### src/rtl/seq_tx.sv
// seq_tx: parallel-in, serial-out frame transmitter.
// A frame is accepted in IDLE, shifted out MSB first, then followed by a fixed idle gap.
// Every output is driven straight from a flop.
module seq_tx #(
  parameter int unsigned WIDTH      = 8,
  parameter int unsigned GAP_CYCLES = 2
) (
  input  logic             clk,
  input  logic             rst,
  input  logic             in_valid,
  input  logic [WIDTH-1:0] in_data,
  output logic             in_ready,
  output logic             out,
  output logic             out_valid,
  output logic             done
);

  localparam int unsigned     CntW    = (WIDTH > 1) ? $clog2(WIDTH) : 1;
  localparam logic [CntW-1:0] CntLast = CntW'(WIDTH - 1);
  localparam logic [3:0]      GapLast = (GAP_CYCLES > 0) ? 4'(GAP_CYCLES - 1) : 4'd0;

  typedef enum logic [1:0] {StIdle, StShift, StGap} state_t;

  state_t          r_state;
  state_t          w_state_next;
  logic [WIDTH-1:0] r_shift;
  logic [WIDTH-1:0] w_shift_next;
  logic [CntW-1:0] r_cnt;
  logic [CntW-1:0] w_cnt_next;
  logic [3:0]      r_gap;
  logic [3:0]      w_gap_next;
  logic            r_in_ready;
  logic            w_in_ready_next;
  logic            r_out_valid;
  logic            w_out_valid_next;
  logic            r_done;
  logic            w_done_next;
  logic            w_accept;

  // Handshake only qualifies against the registered ready, so reset edges never accept.
  assign w_accept = in_valid & r_in_ready;

  // Next-state, datapath and registered-output decode.
  always_comb begin
    w_state_next = r_state;
    w_shift_next = r_shift;
    w_cnt_next   = r_cnt;
    w_gap_next   = r_gap;
    unique case (r_state)
      StIdle: begin
        if (w_accept) begin
          w_shift_next = in_data;
          w_cnt_next   = '0;
          w_state_next = StShift;
        end
      end
      StShift: begin
        // Zero fill leaves the register empty once the frame is out, so out stays 0 after it.
        w_shift_next = {r_shift[WIDTH-2:0], 1'b0};
        if (r_cnt == CntLast) begin
          w_cnt_next   = '0;
          w_gap_next   = '0;
          w_state_next = (GAP_CYCLES > 0) ? StGap : StIdle;
        end else begin
          w_cnt_next = r_cnt + 1'b1;
        end
      end
      StGap: begin
        if (r_gap == GapLast) begin
          w_gap_next   = '0;
          w_state_next = StIdle;
        end else begin
          w_gap_next = r_gap + 4'd1;
        end
      end
      default: begin
        w_state_next = StIdle;
      end
    endcase
    w_in_ready_next  = (w_state_next == StIdle);
    w_out_valid_next = (w_state_next == StShift);
    w_done_next      = (w_state_next == StShift) && (w_cnt_next == CntLast);
  end

  // State, datapath and output flops; reset aborts any frame in flight.
  always_ff @(posedge clk or posedge rst) begin
    if (rst) begin
      r_state     <= StIdle;
      r_shift     <= '0;
      r_cnt       <= '0;
      r_gap       <= '0;
      r_in_ready  <= 1'b0;
      r_out_valid <= 1'b0;
      r_done      <= 1'b0;
    end else begin
      r_state     <= w_state_next;
      r_shift     <= w_shift_next;
      r_cnt       <= w_cnt_next;
      r_gap       <= w_gap_next;
      r_in_ready  <= w_in_ready_next;
      r_out_valid <= w_out_valid_next;
      r_done      <= w_done_next;
    end
  end

  assign in_ready  = r_in_ready;
  assign out       = r_shift[WIDTH-1];
  assign out_valid = r_out_valid;
  assign done      = r_done;

endmodule

### config.mk
export PLATFORM = sky130hd
export DESIGN_NAME = seq_tx
export DESIGN_NICKNAME = d
export VERILOG_FILES = /design/src/rtl/seq_tx.sv
export SDC_FILE = /design/constraint.sdc
export NUM_CORES = 1
export LEC_CHECK = 0
export ABC_AREA = 1
export BUFFER_PORTS_ARGS = -buffer_cell sky130_fd_sc_hd__buf_4
export CORE_MARGIN = 1.5
export CORE_UTILIZATION = 30
export DETAILED_ROUTE_END_ITERATION = 6
export PLACE_DENSITY_LB_ADDON = 0.08
export SLEW_MARGIN = 20
export SYNTH_ARGS = -nofsm -noshare
export SYNTH_HDL_FRONTEND = slang
export SYNTH_SLANG_ARGS = --single-unit
export TNS_END_PERCENT = 20
### constraint.sdc
create_clock -name clk -period 1.7 [get_ports clk]
set_input_delay 0.34 -clock clk [delete_from_list [all_inputs] [get_ports clk]]
set_output_delay 0.34 -clock clk [all_outputs]
set_load 0.01 [all_outputs]
### Word-level counts from Yosys, hierarchy flattened

Cells that the tools add are included.

| cells by class | value |
|---|---|
| add/subtract/negate cells | 2 |
| equality and inequality tests | 8 |
| multiplexer cells | 12 |
| bitwise operators | 1 |
| reductions and logical operators | 7 |

Operators by type and width:

| cell | number |
|---|---|
| 8-bit case mux with 2 select lines | 1 |
| 4-bit 2-to-1 mux | 2 |
| 8-bit 2-to-1 mux | 1 |
| 4-bit case mux with 2 select lines | 1 |
| 3-bit == test (second input constant) | 2 |
| 2-bit 2-to-1 mux | 3 |
| 3-bit 2-to-1 mux | 2 |
| 2-bit case mux with 3 select lines | 1 |
| 3-bit case mux with 2 select lines | 1 |
| 4-bit by 1-bit adder with 4-bit output (second input constant) | 1 |
| 2-bit by 1-bit == test with 1-bit output (second input constant) | 2 |
| 4-bit by 1-bit == test with 1-bit output (second input constant) | 1 |
| 2-bit logical NOT | 2 |
| 2-bit inequality test (second input constant) | 2 |
| 2-bit AND reduction | 2 |
| 2-bit nonzero test | 2 |
| 3-bit by 1-bit adder with 3-bit output (second input constant) | 1 |
| 2-bit == test (second input constant) | 1 |
| 1-bit bitwise AND | 1 |
| 1-bit logical AND | 1 |

| storage, ports and cells | value |
|---|---|
| flip-flop bits (word level) | 20 |
| input bits | 11 |
| output and inout bits | 4 |
| word-level logic and storage cells | 37 |

### Logic depth before layout (Yosys ltp)

Gate-level depths: netlist of run 1.

| depth | value |
|---|---|
| depth after elaboration | 5 |
| gate-level depth with buffers | 8 |

### Least setup slack after synthesis of run 1

Ideal clock, no wire load.

| timing | value |
|---|---|
| kind | register -> register |
| start point | register r_cnt[0] |
| end point | register r_done (netlist: done) |
| arrival time | 1.145 ns |
| required time | 1.628 ns |
| slack | 0.483 ns |
| cell stages (with the launch flop) | 8 |
| buffers on the path | 0 |
| clock period less this slack | 1.217 ns |
| cells stage by stage | dfrtp_1 ha_1 ha_1 nor2_1 nand2_1 nand3_1 nand2_1 nor2_1 |

| on the way | value |
|---|---|
| word-level cells in the longest chain between the ends | 5 |
| elaborated cells on any way between the ends | 10 |
| those cells by class | add/sub: 1; eq/ne: 3; mux: 5; reduce/logical: 1 |

Ends and longest elaborated chain:

| element | RTL line | text |
|---|---|---|
| from (decl) | 28 | `logic [CntW-1:0] r_cnt;` |
| from (signal assigned) | 98 | `r_cnt <= w_cnt_next;` |
| 3-bit by 1-bit adder with 3-bit output / 3-bit == test (equally long branches) | 65, 60 |  |
| 3-bit 2-to-1 mux | 60 | `if (r_cnt == CntLast) begin` |
| 3-bit case mux with 2 select lines * | 49 | `unique case (r_state)` |
| net w_cnt_next[0] | 29 | `logic [CntW-1:0] w_cnt_next;` |
| 3-bit == test * | 82 | `w_done_next = (w_state_next == StShift) && (w_cnt_next == CntLast);` |
| 1-bit logical AND * | 82 |  |
| net w_done_next | 37 | `logic w_done_next;` |
| to (signal assigned) | 102 | `r_done <= w_done_next;` |
| to (decl) | 36 | `logic r_done;` |

The timed path passes the listed nets; every way through them passes the cells marked *.
A chain may end at the register's enable or synchronous reset.

### Final worst setup path of run 1

| timing | value |
|---|---|
| start point | register r_cnt[0] |
| end point | register r_gap[2] |

| on the way | value |
|---|---|
| word-level cells in the longest chain between the ends | 3 |

Ends and longest elaborated chain:

| element | RTL line | text |
|---|---|---|
| 3-bit == test | 60 |  |
| 2-bit inequality test (no line) | - |  |
| 2-bit AND reduction (no line) | - |  |
| to (signal assigned) | 99 | `r_gap <= w_gap_next;` |
| to (decl) | 30 | `logic [3:0] r_gap;` |

No other way between the ends.

==> results.py, run 1 <==
metrics = {
    "finish": {
        "antennaDiodeCount": 0,
        "area_growth_pct": 19.7,
        "drive_above_1_share_pct": 19.1,
        "fin_cells": 175,
        "layout.nets": 147,
        "nFillCells": 342,
    },
    "logic_synthesis": {
        "synth_top_area_share_pct": 51.5,
        "netlist_area_um2": 971,
        "yosys-top-cells-area": "dfrtp_1, nand2_1, inv_1, nand3_1, ha_1",
        "synthArstFlopShare_pct": 100,
        "ys_seq_area_share_pct": 51.5,
        "ys_seq_elements": 20,
        "synth_edf_count": 0,
        "yosysUniqueCellTypes": 19,
        "ys_top_cells_by_count": "nand2_1, dfrtp_1, inv_1",
        "yosysMostFrequentCell": "nand2_1",
        "yosysTopAreaCell": "dfrtp_1",
        "synth_top_flop_cell": "dfrtp_1",
        "yosysWarnings": 0,
        "synth_nets": 128,
        "syn-instance-count": 113,
        "synth.avg_cell_area_um2": 8.59,
    },
    "global_route": {
        "grt_max_degree": 21,
        "grt_pass1_wl_um": 3150,
        "grt_pass1_vias": 741,
        "antenna_found_initial": 0,
        "grt_use_total_pct": 11.9,
        "overflow": 0,
    },
    "drt": {
        "vias": 777,
        "remaining_drc_errors": 0,
        "vias_per_cell": 4.44,
        "ant_nets": 0,
        "initialDrtViolationCount": 26,
        "routedWlPerCell_um": 10.1,
        "wl_um": 1770,
        "dr.pass1.iters": 4,
    },
    "clock_network": {
        "clock_latency_ns": 0.29,
        "cts_setup_buffers": 0,
        "cts.repair.resized": 0,
        "root_buffer": "clkbuf_4",
        "cts_hold_buf": 0,
        "cts.path.max_buffers": 2,
        "cts.htree.levels": 1,
        "cts_buffers": 3,
        "cts_sinks": 20,
        "cts_tree": "built",
        "clk_pin_slew_ns": 0.11,
    },
    "placement": {
        "hpwlAfterDp_um": 1300,
        "gp_congestion": 0.786,
        "dp.cells": 171,
        "portBuffers": 14,
    },
    "min_path": {
        "hp-class": "primary input to asynchronous set/reset pin",
    },
    "worst_setup_path": {
        "slowest_delay_ns": 0.40,
        "rr_endpoint": "r_gap[2]",
        "cpMostUsedCell": "ha_1",
        "worstSetupPathType": "register to register",
        "slowest_stage": "dfrtp_1",
        "cp_cell_sequence": "ha_1 > ha_1 > inv_1 > o21ai_1 > o21ai_0",
        "arrival_ns": 1.58,
        "r2r_cells": 5,
        "worst_setup_path_end_kind": "register",
        "regToRegStartpoint": "r_cnt[0]",
        "r2r_slack_ns": 0.30,
        "worst_ep_required_time_ns": 1.88,
        "worstSetupStartpointType": "register",
        "crit_fanout": 4,
    },
    "floorplanning": {
        "die_x_um": 59.9,
        "rows": 20,
        "pin_count": 15,
        "initial_utilization_pct": 31.8,
        "die_area_mm2": 0.00359,
        "die_h_um": 59.9,
        "core_mm2": 0.00305,
    },
    "timing": {
        "setup_viol": 0,
        "max_freq_ghz": 0.714,
        "maxSlewHeadroom_pct": 77.7,
        "fin_skew_ns": 0.00472,
        "hold_violations": 0,
        "slew_viol_final": 0,
        "setup_tns_ns": 0,
        "rsz0062_at_grt": "false",
        "fin_hold_ws_ns": 0.0570,
        "tightest_slew_ns": 0.333,
        "period_needed_ns": 1.40,
        "fin_crit_sh_pct": 82.4,
    },
    "power_and_ir_drop": {
        "power.internal_uw": 1140,
        "netSwitchingFraction_pct": 40.3,
        "p_clk_share_pct": 14.3,
        "ir_worst_vdd_v": 0.000575,
        "p_seq_share_pct": 41.2,
        "finalPower_uw": 1910,
        "p_sw_uw": 771,
        "power.share.combinational_pct": 44.5,
        "leakage_uw": 0.000581,
        "p_per_area_mw_per_mm2": 1650,
    },
    "outcome": {
        "status": "completed",
    },
    "flow_run": {
        "cap_violations": 0,
    },
}
-- power groups by stage --
stage	clock network [uW]	registers, uW	logic [uW]
after floorplan	0	796	657
after global placement	0	797	871
after detailed placement	0	798	872
after CTS	295	788	874
after global routing	308	817	1010
final	273	788	851
-- cells by family after synthesis --
family	after synthesis	share of synthesized area (%)
and+or+nand+nor	46	20.4
AOI/OAI and AO/OA	23	13.0
DFF	20	51.5
buffers and inverters	19	9.02
adders and majority gates	4	5.15
xor gates and xnor gates	1	0.902
-- sequential cells by signal, indices dropped and copies added, names as in the netlist --
name	flops
in_ready	1
r_gap	4
r_cnt	3
out_valid	1
done	1
r_state	2
r_shift	8
-- final cells by class --
cell class | count | area (um^2) | share of cell area [%]
flip-flops and latches | 20 | 500 | 43.1
multi-input cells | 74 | 383 | 32.9
repair buffers | 17 | 128 | 11.0
inverters | 16 | 60.1 | 5.17
well taps | 44 | 55.1 | 4.74
clock buffers | 4 | 36.3 | 3.12
-- worst max-delay path by stage --
stage          startpoint         end  slack (ns)  depth (start not counted)
3_3_place_gp   r_state[1]  r_shift[3]        0.34                          6
2_1_floorplan    r_cnt[0]        done        0.48                          7
3_5_place_dp     r_cnt[0]    r_gap[2]        0.30                          5
4_1_cts          r_cnt[0]    r_gap[2]        0.28                          5
5_1_grt          r_cnt[0]    in_ready        0.14                          5
6_report         r_cnt[0]    r_gap[2]        0.30                          5
-- through the flow --
stage          setup slack, ns  util, %  cell area, um^2
2_1_floorplan            0.483        -              971
3_3_place_gp             0.345     36.9             1130
3_5_place_dp             0.303     36.9             1130
4_1_cts                  0.285     38.1             1160
5_1_grt                  0.136     38.1             1160
6_report                 0.300     38.1             1160
-- per-layer routing --
metal | wire length (um) | vias to the layer above | global-route usage, % | share of wire [%]
li1 | - | 403 | - | -
met1 | 854 | 357 | 15.6 | 48
met2 | 820 | 15 | 17.9 | 46
met3 | 73 | 2 | 2.60 | 4.1
met4 | 21 | 0 | 6.98 | 1.2
met5 | 0 | - | 0 | 0
-- placed cells by master (no fill, tap or decap) --
cell type  count
a21oi_1        2
a22oi_1        1
a22oi_2        1
buf_4         17
clkbuf_4       3
clkbuf_8       1
dfrtp_1       20
ha_1           4
inv_1         15
inv_2          1
nand2_1       26
nand2_2        1
nand3_1       11
nand3_2        1
nand4_1        1
nor2_1         6
o21ai_0        8
o21ai_1       10
o22ai_1        1
xor2_1         1
-- critical path: cells and delay by family (launching register included) --
family                   cells  cell delay (ns)
buffers and inverters        1             0.10
AO/OA/AOI/OAI                2             0.40
adder cells (fa/ha/maj)      2             0.39
flip-flops                   1             0.40
Note: power is estimated with default switching activity, not from simulation.
==> run 2: changes to the inputs <==
--- a/config.mk
+++ b/config.mk
@@ -5,7 +5,7 @@
 export SDC_FILE = /design/constraint.sdc
 export NUM_CORES = 1
 export LEC_CHECK = 0
-export ABC_AREA = 1
+export ABC_AREA = 0
 export BUFFER_PORTS_ARGS = -buffer_cell sky130_fd_sc_hd__buf_4
 export CORE_MARGIN = 1.5
 export CORE_UTILIZATION = 30
==> constraint.sdc (replaced) <==
create_clock -name clk -period 1.3 [get_ports clk]
set_input_delay 0.26 -clock clk [delete_from_list [all_inputs] [get_ports clk]]
set_output_delay 0.26 -clock clk [all_outputs]
set_load 0.01 [all_outputs]
==> run 2 against run 1 <==
Effect of this change: sequential share of layout area fell by 0.61 points; highest routed layer unchanged; non-clock buffer count rose by 2; power rose by 35%; sequential cell count did not move; clock power rose by 30%.
==> results.py, run 2 <==
metrics = {
    "outcome": {
        "status": "completed",
    },
    "worst_setup_path": {
        "worst_ep_required_time_ns": 1.50,
        "slowest_stage": "dfrtp_1",
        "critPathTopFamily": "adder cells",
        "worst_setup_path_end_kind": "register",
        "arrival_ns": 1.46,
        "worstSetupStartpointType": "register",
        "crit_fanout": 2,
        "slowest_delay_ns": 0.41,
        "path_buf_inv": 0,
        "worstSetupPathType": "register to register",
        "cp_cell_sequence": "ha_2 > ha_4 > nand2_2 > nor4b_2",
    },
    "floorplanning": {
        "pin_count": 15,
        "die_x_um": 59.2,
        "initial_utilization_pct": 31.2,
        "die_h_um": 59.2,
        "die_area_mm2": 0.00350,
        "rows": 20,
        "core_mm2": 0.00303,
    },
    "logic_synthesis": {
        "netlist_area_um2": 946,
        "ys_seq_area_share_pct": 52.9,
        "ys_top_cells_by_count": "dfrtp_1, a21oi_1, nand2_1",
        "synth.avg_cell_area_um2": 10.1,
        "yosysWarnings": 0,
        "synthArstFlopShare_pct": 100,
        "yosys-top-cells-area": "dfrtp_1, a21oi_1, ha_1, nand2_1, nor2_1",
        "synth_edf_count": 0,
        "syn-instance-count": 94,
        "ys_seq_elements": 20,
        "synth_top_flop_cell": "dfrtp_1",
        "synth_nets": 109,
        "yosysMostFrequentCell": "dfrtp_1",
        "yosysTopAreaCell": "dfrtp_1",
        "synth_top_area_share_pct": 52.9,
        "yosysUniqueCellTypes": 29,
    },
    "global_route": {
        "grt_pass1_wl_um": 3230,
        "antenna_found_initial": 0,
        "grt_pass1_vias": 710,
        "overflow": 0,
        "grt_max_degree": 21,
        "grt_use_total_pct": 12.5,
    },
    "power_and_ir_drop": {
        "p_seq_share_pct": 41.1,
        "netSwitchingFraction_pct": 36.8,
        "ir_worst_vdd_v": 0.000946,
        "p_per_area_mw_per_mm2": 2180,
        "power.internal_uw": 1630,
        "finalPower_uw": 2580,
        "leakage_uw": 0.000544,
        "power.share.combinational_pct": 45.1,
        "p_clk_share_pct": 13.8,
        "p_sw_uw": 948,
    },
    "timing": {
        "fin_skew_ns": 0.00661,
        "slew_viol_final": 0,
        "timing.final.ws_setup_ns": 0.0430,
        "maxSlewHeadroom_pct": 77.0,
        "setup_tns_ns": 0,
        "fin_crit_sh_pct": 96.7,
        "max_freq_ghz": 0.796,
        "hold_violations": 0,
        "period_needed_ns": 1.26,
        "tightest_slew_ns": 0.345,
        "setup_viol": 0,
    },
    "finish": {
        "area_growth_pct": 25.3,
        "layout.nets": 128,
        "reg.largest.list": "r_shift (8), r_gap (4), r_cnt (3)",
        "post-route-util_pct": 39.1,
        "final_cell_mix": "dfrtp_1, a21oi_1, buf_4, nand2_1, nor2_1",
        "antennaDiodeCount": 0,
        "largest_register_ff_count": 8,
        "drive_above_1_share_pct": 28.6,
        "fin_cells": 156,
        "largest_register": "r_shift",
        "layout_commonest_cell": "dfrtp_1",
    },
    "placement": {
        "pre_cts_ws_ns": -0.0239,
        "dp.cells": 151,
        "hpwlAfterDp_um": 1290,
        "portBuffers": 14,
        "gp_congestion": 0.709,
    },
    "drt": {
        "initialDrtViolationCount": 51,
        "remaining_drc_errors": 0,
        "routedWlPerCell_um": 11.9,
        "dr.pass1.iters": 4,
        "vias": 701,
        "wl_um": 1860,
        "ant_nets": 0,
        "vias_per_cell": 4.49,
    },
    "clock_network": {
        "clock_latency_ns": 0.30,
        "cts.htree.levels": 1,
        "root_buffer": "clkbuf_4",
        "cts_sinks": 20,
        "cts_tree": "built",
        "clk_pin_slew_ns": 0.11,
        "cts_buffers": 3,
        "cts.path.max_buffers": 2,
    },
    "flow_run": {
        "cap_violations": 0,
    },
    "min_path": {
        "hp-class": "primary input to register",
    },
}
## run 2: final cells by class
type,count,area [um^2]
clock buffers,4,36.3
fillers,304,1840
inverters,5,18.8
multi-input cells,64,414
flip-flops and latches,20,503
well taps,44,55.1
repair buffers,19,158
## run 2: kinds of logic (layout without fill, tap and decap cells)
group                      Yosys count  in the layout  share of synthesized area [%]
buffers and inverters               10             28                           5.42
xor gates and xnor gates             1              1                          0.926
AOI/OAI and AO/OA                   28             28                           18.3
DFF                                 20             20                           52.9
adders and majority gates            4              4                           5.29
and+or+nand+nor                     31             31                           17.2
## run 2: final timing paths
check / cells after the start / from / slack [ns] / endpoint
worst max-delay path: 4 / r_cnt[0] / 0.04 / done
worst min-delay path: 2 / in_data[0] / 0.22 / r_shift[0]
worst max register to register: 4 / r_cnt[0] / 0.04 / done
worst min register to register: 1 / r_shift[0] / 0.51 / r_shift[0]
max in group asynchronous: 4 / rst / 0.53 / r_state[1]
min in group asynchronous: 4 / rst / 0.53 / r_shift[1]
## run 2: worst register-to-register path, stage by stage (launching register included)
cell	delay, ns
dfrtp_1	0.41
ha_2	0.20
ha_4	0.26
nand2_2	0.05
nor4b_2	0.25
## run 2: power groups by stage
stage / sequential (uW) / combinational [uW] / clock [uW]
floorplan: 1040 / 796 / 0
global placement: 1050 / 1130 / 0
detailed placement: 1060 / 1130 / 0
CTS: 1050 / 1140 / 382
global route: 1100 / 1350 / 397
finish: 1060 / 1160 / 356
## run 2: routing by layer
layer | global-route usage, % | wire length, um | up-vias
met1 | 16.7 | 860 | 327
met5 | 0 | 0 | -
met2 | 19.2 | 890 | 14
met4 | 6.82 | 17 | 0
li1 | - | - | 358
met3 | 2.18 | 90 | 2
## run 2: through the flow
stage,area [um^2],hold WS [ns]
after floorplan,946,0.224
after global placement,1120,0.314
after detailed placement,1120,0.317
after CTS,1160,0.205
after global routing,1180,0.224
final,1180,0.222
## run 2: repair_timing
action	in CTS	in global routing
pin swaps	0	1
hold buffers	1	0
buffers inserted	0	0
hold endpoints to repair	20	0
cloned	0	0
gates resized for setup	1	7
endpoints found under the setup margin	2	10
==> run 3: changes to the inputs <==
--- a/config.mk
+++ b/config.mk
@@ -7,6 +7,7 @@
 export LEC_CHECK = 0
 export ABC_AREA = 0
 export BUFFER_PORTS_ARGS = -buffer_cell sky130_fd_sc_hd__buf_4
+export CORE_ASPECT_RATIO = 2
 export CORE_MARGIN = 1.5
 export CORE_UTILIZATION = 30
 export DETAILED_ROUTE_END_ITERATION = 6
==> constraint.sdc (replaced) <==
create_clock -name clk -period 1.1 [get_ports clk]
set_input_delay 0.22 -clock clk [delete_from_list [all_inputs] [get_ports clk]]
set_output_delay 0.22 -clock clk [all_outputs]
set_load 0.01 [all_outputs]
==> run 3 against run 2 <==
Effect of this change: the flow now finishes with violations (setup timing); count of clock-buffer cells in the layout unchanged; design area increased by 9.1%; critical path depth unchanged; routed wire length increased by 14%; worst setup slack got worse by 0.15 ns; clock power increased by 61%.
==> results.py, run 3 (same netlist as run 2, synthesis figures left out) <==
metrics = {
    "timing": {
        "slew_viol_final": 0,
        "fin_crit_sh_pct": 110,
        "rsz0062_at_grt": "true",
        "period_needed_ns": 1.21,
        "max_freq_ghz": 0.829,
        "timing.final.ws_setup_ns": -0.106,
        "tightest_slew_ns": 0.297,
        "hold_violations": 0,
        "fin_skew_ns": 0.00201,
        "setup_viol": 18,
        "maxSlewHeadroom_pct": 80.2,
    },
    "power_and_ir_drop": {
        "netSwitchingFraction_pct": 36.4,
        "power.share.combinational_pct": 48.5,
        "finalPower_uw": 3520,
        "p_per_area_mw_per_mm2": 2730,
        "leakage_uw": 0.000606,
        "p_clk_share_pct": 16.2,
        "p_seq_share_pct": 35.3,
        "power.internal_uw": 2240,
        "p_sw_uw": 1280,
        "ir_worst_vdd_v": 0.00123,
    },
    "floorplanning": {
        "die_h_um": 82.4,
        "pin_count": 15,
        "die_area_mm2": 0.00352,
        "rows": 28,
        "core_mm2": 0.00298,
        "die_x_um": 42.7,
        "initial_utilization_pct": 31.8,
    },
    "clock_network": {
        "cts_tree": "built",
        "clk_pin_slew_ns": 0.07,
        "root_buffer": "clkbuf_8",
        "cts_buffers": 3,
        "cts_sinks": 20,
        "clock_latency_ns": 0.26,
        "cts.path.max_buffers": 2,
        "cts.htree.levels": 1,
    },
    "worst_setup_path": {
        "worst_ep_required_time_ns": 1.28,
        "worst_setup_path_end_kind": "register",
        "worstSetupPathType": "register to register",
        "cp_cell_sequence": "ha_2 > ha_4 > nand2_1 > nor4b_2",
        "arrival_ns": 1.38,
        "critPathTopFamily": "adder cells",
        "crit_fanout": 2,
        "worstSetupStartpointType": "register",
        "slowest_delay_ns": 0.39,
        "path_buf_inv": 0,
        "slowest_stage": "dfrtp_1",
    },
    "placement": {
        "pre_cts_ws_ns": -0.134,
        "portBuffers": 14,
        "hpwlAfterDp_um": 1610,
        "gp_congestion": 0.707,
        "dpl-instance-area_mm2": 0.00117,
    },
    "finish": {
        "final_cell_mix": "buf_4, dfrtp_1, a21oi_1, nand2_1",
        "largest_register_ff_count": 8,
        "area_growth_pct": 36.6,
        "largest_register": "r_shift",
        "nFillCells": 304,
        "antennaDiodeCount": 0,
        "drive_above_1_share_pct": 40.2,
        "layout_commonest_cell": "buf_4",
        "final_area_mm2": 0.00129,
        "reg.largest.list": "r_shift (8), r_gap (4), r_cnt (3)",
        "layout.nets": 138,
    },
    "global_route": {
        "overflow": 0,
        "grt_pass1_wl_um": 3700,
        "grt_pass1_vias": 861,
        "grt_max_degree": 21,
        "antenna_found_initial": 0,
        "grt_use_total_pct": 14.3,
    },
    "outcome": {
        "status": "complete, but fails checks",
        "failed_checks": "setup timing",
    },
    "min_path": {
        "hp-class": "primary input to register",
    },
    "drt": {
        "remaining_drc_errors": 0,
        "vias": 763,
        "routedWlPerCell_um": 14.0,
        "ant_nets": 0,
        "dr.pass1.iters": 4,
        "wl_um": 2120,
        "initialDrtViolationCount": 21,
        "vias_per_cell": 5.02,
    },
    "flow_run": {
        "cap_violations": 0,
    },
}
[run 3: per-layer routing]
| layer | routed length [um] | global-route usage (%) | vias to the layer above |
|---|---|---|---|
| met4 | 55 | 8.44 | 0 |
| li1 | - | - | 375 |
| met5 | 0 | 0 | - |
| met3 | 51 | 1.96 | 5 |
| met1 | 771 | 14.0 | 373 |
| met2 | 1240 | 27.6 | 10 |
[run 3: stage by stage]
stage,utilization [%],TNS (ns),instances,hold slack [ns]
after floorplan,-,-0.170,94,0.184
after global placement,39.2,-1.16,146,0.278
after detailed placement,39.2,-1.35,146,0.288
after CTS,42.1,-1.17,151,0.200
after global routing,43.4,-1.95,152,0.219
final,43.4,-0.721,152,0.202
[run 3: final cells by class]
type	instances	area [um^2]	share of cell area, %
Multi-Input combinational cell	64	447	34.6
Sequential cell	20	503	38.9
Inverter	5	18.8	1.45
Clock buffer	4	55.1	4.26
Timing Repair Buffer	29	231	17.9
Tap cell	30	37.5	2.90
[run 3: path summary, 6_finish.rpt]
kind	startpoint	to	slack [ns]	cells past startpoint
worst max-delay path	r_cnt[1]	done	-0.11	4
worst min-delay path	in_data[0]	r_shift[0]	0.20	2
worst max register to register	r_cnt[1]	done	-0.11	4
worst min register to register	r_shift[0]	r_shift[0]	0.49	1
max in group asynchronous	rst	r_state[0]	0.31	4
min in group asynchronous	rst	r_shift[6]	0.54	4
[run 3: what timing repair did]
item                                    in CTS  in global routing
hold buffers                                 1                  0
hold endpoints to repair                    11                  0
pin swaps                                    3                  4
resized for setup                            8                  9
setup buffers                                0                  1
endpoints found under the setup margin      20                 21
[run 3: power groups by stage]
stage	registers [uW]	clock network, uW	logic, uW
2_1_floorplan	1230	0	969
3_3_place_gp	1240	0	1510
3_5_place_dp	1250	0	1540
4_1_cts	1240	594	1610
5_1_grt	1290	619	1920
6_report	1240	572	1710
